$ cat src/rtl/cntl_pkg.sv
// Shared definitions for the 4-register/ALU/shifter datapath controllers:
// state codes, ALU opcodes, shifter controls and register indices.
package cntl_pkg;

  // DONE takes the fourth bit so that it cannot alias any loop state
  typedef enum logic [3:0] {
    ST_IDLE = 4'b0000,
    ST_LDA  = 4'b0001,
    ST_LDB  = 4'b0010,
    ST_CLR  = 4'b0011,
    ST_TEST = 4'b0100,
    ST_ADD  = 4'b0101,
    ST_SHA  = 4'b0110,
    ST_SHB  = 4'b0111,
    ST_DONE = 4'b1000
  } state_t;

  localparam logic [2:0] ALU_PASSA = 3'b000;
  localparam logic [2:0] ALU_ADD   = 3'b001;
  localparam logic [2:0] ALU_XOR   = 3'b101;

  localparam logic [1:0] SH_NONE  = 2'b00;
  localparam logic [1:0] SH_LEFT  = 2'b01;
  localparam logic [1:0] SH_RIGHT = 2'b10;

  localparam logic [1:0] REG_A = 2'd0;
  localparam logic [1:0] REG_B = 2'd1;
  localparam logic [1:0] REG_P = 2'd2;

endpackage

$ cat src/rtl/mult_cw_decode.sv
// Combinational state -> control-word decoder for the shift-add multiplier.
// Unused and illegal state codes decode to an all-zero control word.
module mult_cw_decode
  import cntl_pkg::*;
(
  input  state_t     state,
  output logic       IE,
  output logic       WE,
  output logic [1:0] WA,
  output logic       RAE,
  output logic [1:0] RAA,
  output logic       RBE,
  output logic [1:0] RBA,
  output logic [2:0] ALU,
  output logic [1:0] SH,
  output logic       OE,
  output logic       busy,
  output logic       done
);

  always_comb begin
    IE   = 1'b0;
    WE   = 1'b0;
    WA   = REG_A;
    RAE  = 1'b0;
    RAA  = REG_A;
    RBE  = 1'b0;
    RBA  = REG_A;
    ALU  = ALU_PASSA;
    SH   = SH_NONE;
    OE   = 1'b0;
    busy = 1'b0;
    done = 1'b0;
    case (state)
      ST_LDA: begin
        IE = 1'b1; WE = 1'b1; WA = REG_A; busy = 1'b1;
      end
      ST_LDB: begin
        IE = 1'b1; WE = 1'b1; WA = REG_B; busy = 1'b1;
      end
      // P xor P clears the product without needing a constant source
      ST_CLR: begin
        WE = 1'b1; WA = REG_P; RAE = 1'b1; RAA = REG_P;
        RBE = 1'b1; RBA = REG_P; ALU = ALU_XOR; busy = 1'b1;
      end
      ST_TEST: begin
        RAE = 1'b1; RAA = REG_B; ALU = ALU_PASSA; busy = 1'b1;
      end
      ST_ADD: begin
        WE = 1'b1; WA = REG_P; RAE = 1'b1; RAA = REG_P;
        RBE = 1'b1; RBA = REG_A; ALU = ALU_ADD; busy = 1'b1;
      end
      ST_SHA: begin
        WE = 1'b1; WA = REG_A; RAE = 1'b1; RAA = REG_A;
        ALU = ALU_PASSA; SH = SH_LEFT; busy = 1'b1;
      end
      ST_SHB: begin
        WE = 1'b1; WA = REG_B; RAE = 1'b1; RAA = REG_B;
        ALU = ALU_PASSA; SH = SH_RIGHT; busy = 1'b1;
      end
      ST_DONE: begin
        RAE = 1'b1; RAA = REG_P; ALU = ALU_PASSA; OE = 1'b1; done = 1'b1;
      end
      default: ;
    endcase
  end

endmodule

$ cat src/rtl/mult_cntl.sv
// Moore controller sequencing the shared datapath through an unsigned
// shift-add multiply. Define MULT_EARLY_EXIT_EN to stop once the shifted B is 0.
module mult_cntl
  import cntl_pkg::*;
#(
  parameter int WIDTH = 8,
  parameter int CNT_W = $clog2(WIDTH + 1)
) (
  input  logic       clk,
  input  logic       reset,
  input  logic       start,
  input  logic       restart,
  input  logic       nEqZero,
  input  logic       lsb,
  output logic       IE,
  output logic       WE,
  output logic [1:0] WA,
  output logic       RAE,
  output logic [1:0] RAA,
  output logic       RBE,
  output logic [1:0] RBA,
  output logic [2:0] ALU,
  output logic [1:0] SH,
  output logic       OE,
  output logic       busy,
  output logic       done
);

  state_t           state;
  state_t           next_state;
  logic [CNT_W-1:0] cnt;
  logic             shb_exit;

`ifdef MULT_EARLY_EXIT_EN
  assign shb_exit = (cnt == CNT_W'(1)) || nEqZero;
`else
  logic unused_neq_zero;
  assign unused_neq_zero = nEqZero;
  assign shb_exit        = (cnt == CNT_W'(1));
`endif

  always_ff @(posedge clk) begin
    if (reset) state <= ST_IDLE;
    else       state <= next_state;
  end

  // Loaded in CLR and only consumed in SHB, so it never has to wrap
  always_ff @(posedge clk) begin
    if (reset)                cnt <= '0;
    else if (state == ST_CLR) cnt <= CNT_W'(WIDTH);
    else if (state == ST_SHB) cnt <= cnt - CNT_W'(1);
  end

  always_comb begin
    next_state = ST_IDLE;
    case (state)
      ST_IDLE: next_state = start ? ST_LDA : ST_IDLE;
      ST_LDA:  next_state = ST_LDB;
      ST_LDB:  next_state = ST_CLR;
      ST_CLR:  next_state = ST_TEST;
      ST_TEST: next_state = lsb ? ST_ADD : ST_SHA;
      ST_ADD:  next_state = ST_SHA;
      ST_SHA:  next_state = ST_SHB;
      ST_SHB:  next_state = shb_exit ? ST_DONE : ST_TEST;
      ST_DONE: next_state = restart ? ST_IDLE : ST_DONE;
      default: next_state = ST_IDLE;
    endcase
  end

  mult_cw_decode u_decode (
    .state (state),
    .IE    (IE),
    .WE    (WE),
    .WA    (WA),
    .RAE   (RAE),
    .RAA   (RAA),
    .RBE   (RBE),
    .RBA   (RBA),
    .ALU   (ALU),
    .SH    (SH),
    .OE    (OE),
    .busy  (busy),
    .done  (done)
  );

endmodule

$ cat config.mk
export PLATFORM = sky130hd
export DESIGN_NAME = mult_cntl
export DESIGN_NICKNAME = d
export VERILOG_FILES = /design/src/rtl/cntl_pkg.sv /design/src/rtl/mult_cw_decode.sv /design/src/rtl/mult_cntl.sv
export SDC_FILE = /design/constraint.sdc
export NUM_CORES = 1
export LEC_CHECK = 0
export ABC_AREA = 1
export BUFFER_PORTS_ARGS = -buffer_cell sky130_fd_sc_hd__buf_2
export CAP_MARGIN = 15
export CORE_AREA = 2 2 42 44
export DETAILED_ROUTE_END_ITERATION = 6
export DIE_AREA = 0 0 44 46
export HOLD_SLACK_MARGIN = 0.12
export SLEW_MARGIN = 20
export SYNTH_ARGS = -nofsm -noshare
export SYNTH_HDL_FRONTEND = slang
export SYNTH_SLANG_ARGS = --single-unit
$ cat constraint.sdc
create_clock -name clk -period 2.8 [get_ports clk]
set_input_delay 0.56 -clock clk [delete_from_list [all_inputs] [get_ports clk]]
set_output_delay 0.56 -clock clk [all_outputs]
set_load 0.02 [all_outputs]
# == Yosys cells after proc, flatten, opt, wreduce, memory -nomap -nowiden ==
# Index checks and enable logic that the tools add are counted.
# Widths: inputs -> output; s select.
# word_totals
register_bits,8
output_inout_bits,18
# classes
addsub,1
eq_ne,9
muxes,18
reduce_logical,11
# op_table
operator,n
$pmux 4 s9,1
$eq 4x3->1 const B,4
$mux 4,4
$pmux 2 s2,3
$reduce_or 6->1,2
$reduce_or 2->1,5
$eq 4x1->1 const B,2
$eq 4x2->1 const B,2
$mux 1,7
$reduce_or 7->1,1
$pmux 3 s2,1
$eq 4x4->1 const B,1
$logic_not 4->1,1
$mux 2,2
$sub 4x1->4 const B,1
$reduce_or 3->1,1
$reduce_bool 2->1,1

# == Logic depth before layout (Yosys ltp) ==
# logic_depth
word_depth,3
ltp_mapped,7
ltp_nobuf,7

# == Hierarchy ==
# Synthesis repeated with hierarchy kept, for this count alone.
# hier_totals
hier_cells,104
area_unflattened_um2,635.6
# by_module_without_submodules
module,instances,cells_each,area_each_um2,seq_area_each_um2
mult_cntl,1,66,460.4,160.2
mult_cw_decode,1,38,175.2,0.0

# == Worst setup path after synthesis ==
# No wires, ideal clock.
# synth_timing
kind,flip-flop to output port
start,register state[1]
end,output RAA[0]
arrival_ps,1079
required_ps,2240
path_slack_ps,1161
path_stages_with_launch,4
path_buffers,0
path_cell_list,dfxtp_1 > nor2_2 > inv_1 > o21ai_0
# synth_between
elab_chain_cells,3
# synth_lines
element,line,source
from (decl),mult_cntl.sv:29,state_t state;
from (signal assigned),mult_cntl.sv:44,else state <= next_state;
$eq 4x2->1 (tied with other cells),mult_cw_decode.sv:34,case (state)
$reduce_or 3->1 (no line) / $reduce_or 2->1 (equally long branches),--,
$pmux 2 s2 *,mult_cw_decode.sv:34,
to (decl),mult_cntl.sv:19,"output logic [1:0] RAA,"
# Every way passes the cells marked *; elsewhere a longest branch is shown, timed or not.

# == Worst setup path in the final report ==
# layout_timing
start,register state[1]
end,output RAE
# layout_between
elab_chain_cells,3
# layout_lines
element,line,source
$eq 4x2->1 (tied with other cells),mult_cw_decode.sv:34,
$reduce_or 6->1 (no line) *,--,
$mux 1 *,mult_cw_decode.sv:34,
to (decl),mult_cntl.sv:18,"output logic RAE,"
# Marked as above.

==> flow_summary.yaml <==
run_status:
  status: "finished, final reports clean"
logic_synthesis:
  yosys-top-cells-area: "dfxtp_1 (28%), nand3_1 (9.5%), inv_1 (9.1%), buf_4 (7.8%), nand2_1 (7.8%)"
  synthDistinctLibCells: 22
  seq_area_frac_synth_pct: 27.7
  syn-instance-count: 85
  synth_area_um2: 578
  ys_seq_elements: 8
  yosysWarnings: 0
  synthDominantCellAreaShare_pct: 27.7
  synth.avg_cell_area_um2: 6.80
  post-synth-top-area-cell: "dfxtp_1"
detailed_routing:
  routedWlPerCell_um: 9.68
  ant_nets: 0
  route.final.wire_length_um: 1160
  vias: 566
  via_per_inst: 4.72
  dr.pass1.iters: 4
  drc_errors: 0
  first_iter_violations: 10
hold_path:
  holdPathEnd: "cnt[0]"
  min_from: "cnt[0]"
  holdPathStages: 2
  hp-class: "flop to flop"
placement:
  place_hpwl_um: 942
  pre_cts_ws_ns: 1.21
  place_congestion: 0.786
  port_buffers: 20
  dp.cells: 117
pwr:
  power.leakage_nw: 0.403
  p_per_area_nw_per_um2: 469
  power_uw: 319
  vdd_ir_drop_max_v: 0.000198
sta:
  slew_viol_final: 0
  final-hold-violation-count: 0
  setup_viol: 0
  tns_ns: 0
  fin_worst_skew_ns: 0.00305
  setup_ws_ns: 0.933
  fin_crit_sh_pct: 66.7
  period_needed_ns: 1.87
  rsz0062_at_grt: "false"
  fmaxAchievable_mhz: 536
die:
  fp.dieH_um: 46
  core_area_um2: 1610
  std_cell_rows: 15
  fp.dieW_um: 44
  io_pins: 24
  dieArea_um2: 2020
  start_util_pct: 35.8
setup_path:
  cp-end-kind: "output port"
  arrival_ns: 1.31
  cp-start-kind: "flop"
  rrSetupSlack_ns: 1.66
  r2r-start: "state[2]"
  crit_type: "flop to output port"
  critPathMaxFanout: 6
  r2r_cells: 5
  r2r_end: "cnt[2]"
  critPathRequiredTime_ns: 2.24
clock_network:
  cts_resized: 0
  cts_buffer_depth: 2
  cts_sinks: 8
  post-cts-setup-buffers: 0
  clk_latency_ns: 0.25
  ctsHoldBuffers: 0
  numCtsBuffers: 3
  clkSlewWorstSetupHoldPaths_ns: 0.05
  cts_root_buf: "clkbuf_4"
  htreeDepth: 1
  cts_tree: "done"
layout:
  antennaDiodeCount: 0
  final_cell_mix: "buf_2 (20), inv_1 (14), nand2_1 (12)"
  final_cells: 120
  finalCoreUtilization_pct: 42.2
  fillerInstances: 186
  synthToLayoutAreaGrowth_pct: 17.7
  fin_nets: 113
  drive_above_1_share_pct: 35.0
  final_common_cell: "buf_2"
global_route:
  track_usage_pct: 12.4
  grt_pass1_vias: 455
  grt_start_max_net_pins: 9
  gr-total-overflow: 0
  grt_pass1_wl_um: 1810
  antenna_found_initial: 0
run:
  cap_viol_max_count: 0
kinds of logic after synthesis:
logic type	after synthesis	share of synthesized area, %
simple gates	41	37.9
compound gates	11	11.0
flops	8	27.7
other cells	1	0.649
fa+ha+maj	2	4.33
buf+inv	22	18.4
registers in the layout (all words and copies together), names as in the netlist:
register / cells
cnt: 4
state: 4
Yosys cell counts (all sizes together):
cell,instances
ha,2
nor3,2
nor3b,1
nand3,11
o22ai,1
buf,6
and2,1
a21oi,4
dfxtp,8
nor2,9
o21ai,5
clkinv,1
conb,1
inv,15
a211oi,1
nand2,17
critical path: stages (launching register included):
cell	delay [ns]
dfxtp_1	0.35
nor2_2	0.25
nand3_1	0.19
nand3_1	0.11
buf_2	0.16
area by class of cell:
class / instances / area, um^2 / area share [%]
clock buffers: 3 / 22.5 / 3.31
flip-flops and latches: 8 / 160 / 23.5
multi-input cells: 56 / 315 / 46.3
repair buffers: 20 / 100 / 14.7
well taps: 17 / 21.3 / 3.12
inverters: 16 / 61.3 / 9.01
how the worst max path moves through the flow:
stage	start	to	slack, ns	cells after the start
after detailed placement	state[1]	RAE	1.21	4
after floorplan	state[1]	RAA[0]	1.16	3
after global routing	state[1]	RAE	0.81	4
final	state[1]	RAE	0.93	4
after global placement	state[1]	RAE	1.21	4
after CTS	state[2]	RAA[0]	0.94	5
where the power goes:
group	switching [mW]	internal (mW)	leakage, nW
Sequential	0.00707	0.120	0.0650
Combinational	0.0733	0.0333	0.324
Clock	0.0362	0.0488	0.0138
Total	0.117	0.203	0.403
metrics by stage:
step | instance area [um^2] | hold WS [ns]
after CTS | 681 | 0.485
after floorplan | 582 | 0.459
after global routing | 681 | 0.481
after global placement | 658 | 0.473
after detailed placement | 658 | 0.477
final | 681 | 0.485
routing by layer:
| layer | vias to the layer above | wire, um | track usage, % |
|---|---|---|---|
| met4 | 0 | 5 | 9.09 |
| met2 | 18 | 542 | 20.0 |
| met3 | 2 | 77 | 1.19 |
| met5 | - | 0 | 0 |
| met1 | 246 | 535 | 15.2 |
| li1 | 300 | - | - |
(Power assumes the default switching activity.)
